[src/rtl/pipe_stage_reg.sv]
// -----------------------------------------------------------------------------
// Module: pipe_stage_reg
//
// Purpose
//    Generic inter-stage register for the 5-stage RISC-V pipeline. It replaces
//    the per-struct IF/ID, ID/EX, EX/MEM and MEM/WB flops with one block. The
//    payload is any packed stage struct of DATA_W bits.
//
//    The block provides:
//       - a valid/ready handshake on both sides
//       - a synchronous flush that inserts a bubble
//       - an occupancy output
//       - a saturating counter of downstream stall cycles
//
// Configuration
//    PIPE_SKID_EN  When defined, the block is built as a 2-entry skid buffer
//                  (main register plus skid register). in_ready then depends
//                  only on flush and the skid register, so there is no
//                  combinational path from out_ready to in_ready.
//                  When undefined, the block is a single register, and in_ready
//                  follows out_ready combinationally.
//
// Parameters
//    DATA_W       payload width in bits (default is the IF/ID struct: 32+9+9)
//    RESET_VAL    payload value after reset or flush (bubble/NOP encoding)
//    STALL_CNT_W  width of the stall performance counter
//
// Ports
//    clk            rising-edge clock
//    rst_n          asynchronous active-low reset
//    flush          synchronous flush; discards every held entry
//    in_valid       upstream payload valid
//    in_ready       stage can accept this cycle
//    in_data        upstream payload
//    out_valid      payload valid to downstream
//    out_ready      downstream accepts this cycle
//    out_data       payload to downstream
//    occupancy      number of entries held (0..1, or 0..2 with the skid buffer)
//    stall_cnt_clr  synchronous clear of stall_cnt
//    stall_cnt      number of cycles with out_valid && !out_ready (saturating)
// -----------------------------------------------------------------------------
module pipe_stage_reg #(
   parameter int unsigned             DATA_W      = 50,
   parameter logic [DATA_W-1:0]       RESET_VAL   = '0,
   parameter int unsigned             STALL_CNT_W = 16
) (
   input  logic                   clk,
   input  logic                   rst_n,
   input  logic                   flush,
   input  logic                   in_valid,
   output logic                   in_ready,
   input  logic [DATA_W-1:0]      in_data,
   output logic                   out_valid,
   input  logic                   out_ready,
   output logic [DATA_W-1:0]      out_data,
   output logic [1:0]             occupancy,
   input  logic                   stall_cnt_clr,
   output logic [STALL_CNT_W-1:0] stall_cnt
);

   // The main register always feeds the downstream side, in both build
   // variants. The skid register, when present, only queues the item behind it.
   logic              main_valid;
   logic [DATA_W-1:0] main_data;

   // One transfer on each side of the stage during the current cycle.
   logic accept;
   logic deliver;

   assign out_valid = main_valid;
   assign out_data  = main_data;

   assign accept  = in_valid && in_ready;
   assign deliver = main_valid && out_ready;

`ifdef PIPE_SKID_EN

   logic              skid_valid;
   logic [DATA_W-1:0] skid_data;

   // in_ready depends only on flush and on state. An item can be taken
   // whenever the skid slot is free: if the main register turns out to be
   // stalled, the item is parked in the skid slot. That lets the upstream
   // stage decide without looking at out_ready.
   assign in_ready = !flush && !skid_valid;

   // Occupancy is the count of valid entries. Because it is taken straight
   // from the valid flops, it changes on the same edge as they do.
   assign occupancy = {1'b0, main_valid} + {1'b0, skid_valid};

   // Two-entry storage update.
   //
   // Flush wins over everything else and returns both slots to the bubble
   // value. An item delivered in the flush cycle has already been seen
   // downstream, so it needs no special handling.
   //
   // Otherwise:
   //    - When the skid slot is full, the only legal move is to promote the
   //      skid entry into main once main drains. in_ready is low in that
   //      state, so nothing new can arrive in the same cycle.
   //    - When the skid slot is empty, a new item goes into main if main is
   //      free or draining this cycle. If main is stalled, the new item goes
   //      into skid.
   //
   // This keeps FIFO order: skid is only ever filled behind a live main entry.
   always_ff @(posedge clk or negedge rst_n) begin
      if (!rst_n) begin
         main_valid <= 1'b0;
         main_data  <= RESET_VAL;
         skid_valid <= 1'b0;
         skid_data  <= RESET_VAL;
      end else if (flush) begin
         main_valid <= 1'b0;
         main_data  <= RESET_VAL;
         skid_valid <= 1'b0;
         skid_data  <= RESET_VAL;
      end else if (skid_valid) begin
         if (deliver) begin
            main_data  <= skid_data;
            skid_valid <= 1'b0;
         end
      end else if (accept) begin
         if (!main_valid || deliver) begin
            main_valid <= 1'b1;
            main_data  <= in_data;
         end else begin
            skid_valid <= 1'b1;
            skid_data  <= in_data;
         end
      end else if (deliver) begin
         main_valid <= 1'b0;
      end
   end

`else

   // Single-register stage. A new item can be taken when the register is
   // empty, or when its current item leaves in this same cycle. That second
   // case is what gives one item per cycle under a steady out_ready. The cost
   // is a combinational path from out_ready to in_ready. Flush blocks the
   // input so that an item arriving in the flush cycle is not captured.
   assign in_ready = !flush && (!main_valid || out_ready);

   // Occupancy is simply the valid bit.
   assign occupancy = {1'b0, main_valid};

   // Single-entry storage update.
   //
   // Flush returns the register to the bubble value. Otherwise:
   //    - A new item overwrites the payload, whether or not the old one is
   //      leaving in this cycle.
   //    - A delivery with nothing behind it just drops the valid bit.
   //
   // When the register is stalled and not accepting, it holds its payload.
   always_ff @(posedge clk or negedge rst_n) begin
      if (!rst_n) begin
         main_valid <= 1'b0;
         main_data  <= RESET_VAL;
      end else if (flush) begin
         main_valid <= 1'b0;
         main_data  <= RESET_VAL;
      end else if (accept) begin
         main_valid <= 1'b1;
         main_data  <= in_data;
      end else if (deliver) begin
         main_valid <= 1'b0;
      end
   end

`endif

   // Stall performance counter.
   //
   // It counts every cycle in which downstream is offered a valid payload and
   // refuses it. The count saturates at all-ones, so a long stall never wraps
   // back to a misleadingly small value. The clear input wins over the
   // increment. Flush deliberately has no effect: the counter measures
   // downstream pressure, not pipeline contents.
   always_ff @(posedge clk or negedge rst_n) begin
      if (!rst_n) begin
         stall_cnt <= '0;
      end else if (stall_cnt_clr) begin
         stall_cnt <= '0;
      end else if (main_valid && !out_ready && (stall_cnt != {STALL_CNT_W{1'b1}})) begin
         stall_cnt <= stall_cnt + STALL_CNT_W'(1);
      end
   end

endmodule
[config.mk]
export PLATFORM = sky130hd
export DESIGN_NAME = pipe_stage_reg
export DESIGN_NICKNAME = d
export VERILOG_FILES = /design/src/rtl/pipe_stage_reg.sv
export SDC_FILE = /design/constraint.sdc
export NUM_CORES = 1
export LEC_CHECK = 0
export CORE_ASPECT_RATIO = 1.2
export CORE_UTILIZATION = 46
export CTS_CLUSTER_DIAMETER = 60
export DETAILED_ROUTE_END_ITERATION = 8
export HOLD_SLACK_MARGIN = 0.05
export PLACE_DENSITY = 0.85
export SLEW_MARGIN = 20
export SYNTH_ARGS = -nofsm -noshare
export SYNTH_HDL_FRONTEND = slang
export SYNTH_SLANG_ARGS = --single-unit
[constraint.sdc]
create_clock -name clk -period 3.24 [get_ports clk]
set_input_delay 0.648 -clock clk [delete_from_list [all_inputs] [get_ports clk]]
set_output_delay 0.648 -clock clk [all_outputs]
set_load 0.005 [all_outputs]
==> flow_metrics.py <==
metrics = {
    "global_routing": {
        "grt_pass1_vias": 2664,
        "antenna_found_initial": 0,
        "grt_pass1_wl_mm": 12.6,
        "overflow": 0,
        "grt_max_degree": 52,
        "track_usage": 0.233,
    },
    "yosys": {
        "synth_top_family_by_area": "simple AND/OR/NAND/NOR gates",
        "ys_top_cells_by_area": "dfrtp_1 55%, nand2b_1 10%, o21ai_0 8.6%",
        "synthTopCellsByCount": "67 x dfrtp_1, 54 x nand2_1, 52 x o21ai_0",
        "syn-instance-count": 322,
        "ys_types": 30,
        "synth_nets": 379,
        "synth-edff-count": 0,
        "synth_top_area_share": 0.551,
        "synth-main-ff-cell": "dfrtp_1",
        "yosysWarnings": 0,
        "synthSimpleGateAreaFrac": 0.260,
        "yosysSeqAreaShare": 0.551,
        "post-synth-top-count-cell": "dfrtp_1",
        "synth_area_per_cell_sq_um": 9.44,
        "synth_fa_ha_area_frac": 0.00412,
        "synthArstFlopShare": 1.00,
        "syn_area_sq_um": 3040,
        "ys_ff_latch": 67,
        "synth_mux_area_frac": 0,
        "synth_area_leader_cell": "dfrtp_1",
        "synth_compound_area_frac": 0.146,
        "synth-xor-area-share": 0,
    },
    "critical_path": {
        "rr_startpoint": "stall_cnt[0]$_DFFE_PN0P_",
        "endpoint_kind": "primary output",
        "r2r_setup_slack_ps": 1370,
        "r2r_cells": 6,
        "worst_path_dominant_cell_family": "buffers and inverters",
        "startpoint": "out_ready",
        "worstSetupPathDepth": 5,
        "crit_fanout": 5,
        "cp.required_ps": 2590,
        "crit_top_cell": "clkdlybuf4s50_1",
        "crit_chain": "clkdlybuf4s50_1 -> nor2b_1 -> buf_4 -> nor2_1 -> clkdlybuf4s50_1",
        "slowest_delay_ps": 530,
        "r2r-end": "stall_cnt[9]$_DFFE_PN0P_",
        "cp-endpoint": "in_ready",
        "path_class": "in2out",
        "crit_arrival_ps": 1960,
        "cp-start-kind": "primary input",
        "crit_buf_inv": 3,
        "slowest_stage": "clkdlybuf4s50_1",
    },
    "flow_run": {
        "drv_cap": 0,
    },
    "routing": {
        "route.detailed.drc": 0,
        "drt_wl_total_mm": 7.47,
        "vias": 2716,
        "initialDrtViolationCount": 126,
        "antenna_left": 0,
        "first_pass_iters": 5,
        "via_per_inst": 5.11,
        "wire_per_inst_microns": 14.1,
    },
    "placement": {
        "port_buffers": 124,
        "dp_hpwl_mm": 5.21,
        "placed_area_sq_um": 4360,
        "place_congestion": 0.778,
        "dpl_worst_slack_ps": 636,
    },
    "die": {
        "die_w_microns": 76.2,
        "fp-row-count": 32,
        "die_area_sq_um": 6940,
        "core_sq_um": 6410,
        "dieHeight_microns": 91.1,
        "initial_core_util": 0.475,
        "io_pins": 126,
    },
    "final_layout": {
        "fin_util": 0.723,
        "diodes": 0,
        "fin_area_sq_um": 4630,
        "syn_to_final_growth_pct": 52.3,
        "layout-drive-gt1-share": 0.0628,
        "final_nets": 498,
        "fillCellCount": 450,
    },
    "clock_tree": {
        "root_buffer": "clkbuf_8",
        "cts_buffers": 9,
        "cts.clk_slew.worst_paths_ps": 70,
        "tritoncts": "done",
        "post-cts-setup-buffer-count": 0,
        "ctsResizeCount": 0,
        "clk_path_buf_depth": 2,
        "clock_latency_ps": 340,
        "cts_htree_levels": 3,
        "clock-sinks": 67,
        "hold_buffers": 0,
    },
    "sta": {
        "finalHoldViolCount": 0,
        "fin_crit_sh": 0.805,
        "tns_ps": 0,
        "rsz0062_at_grt": "no",
        "worst_slack_ps": 633,
        "fmax_ghz": 0.384,
        "drv_slew": 0,
        "setup_violations": 0,
        "maxSlewHeadroom": 0.503,
        "worstMarginPinSlew_ps": 745,
        "final.setup_skew_ps": 6.02,
        "period_needed_ps": 2610,
    },
    "power_and_ir_drop": {
        "leakagePower_nw": 1.85,
        "ir_worst_vdd_mv": 0.358,
        "cellPowerDensity_nw_per_um2": 455,
        "finalPower_mw": 2.11,
    },
    "status": {
        "status": "finished, final reports clean",
    },
    "worst_hold_path": {
        "hold_class": "in2async",
    },
}
-- layout make-up --
type	count	area (sq um)	area share
Clock buffer	10	138	0.0297
Timing Repair Buffer	130	1290	0.279
Inverter	5	18.8	0.00405
Sequential cell	67	1680	0.362
Clock inverter	6	136	0.0295
Tap cell	85	106	0.0230
Multi-Input combinational cell	228	1260	0.272
-- kinds of logic after synthesis --
logic type / count (synthesis)
and+or+nand+nor: 146
AOI/OAI and AO/OA: 80
DFF: 67
buffers and inverters: 27
adders and majority gates: 1
other: 1
-- report_power, final --
group | internal, mW | switching [mW]
sequential | 0.881 | 0.0278
combinational | 0.170 | 0.103
clock | 0.611 | 0.316
-- worst reg2reg max path: cells and delay by family (launching register included) --
kind,cells,cell delay (ps)
flops,1,430
buf+inv,1,200
simple gates,3,680
compound gates,1,160
fa+ha+maj,1,310
-- layout by cell type (no fill, tap or decap), types with 2 or more instances in the layout --
cell	instances
buf_4	5
nand3_1	8
clkbuf_8	10
a21oi_1	13
and3_1	2
clkdlybuf4s50_1	123
o21ai_0	52
or3_1	4
nor2_1	4
inv_1	5
nand2_1	54
nor3_1	3
bufinv_16	4
nand4_1	3
nand2b_1	51
o31ai_1	10
dfrtp_1	67
or4_1	9
-- metrics by stage --
stage	std cells	hold slack, ps
global route	531	414
CTS	531	381
floorplan	322	352
finish	531	365
global placement	515	528
detailed placement	515	533
-- flip-flops by register name (all words and copies together), names as in the netlist --
signal and flops:
out_data 50, out_valid 1, stall_cnt 16
-- per-layer routing --
metal  share of wire  global-route usage  routed length [microns]
met1            0.43               0.284                     3190
met2            0.49               0.381                     3650
met3           0.071              0.0734                      532
met4           0.014              0.0929                      102
met5               0                   0                        0
-- how the worst min path moves through the flow --
stage	depth (start not counted)	endpoint
floorplan	0	out_data[0]$_DFFE_PN0P_
global placement	2	out_data[1]$_DFFE_PN0P_
detailed placement	2	out_data[11]$_DFFE_PN0P_
CTS	1	out_data[23]$_DFFE_PN0P_
global route	1	out_data[23]$_DFFE_PN0P_
finish	1	out_data[25]$_DFFE_PN0P_
No activity file was read; power rests on OpenSTA's default activity.
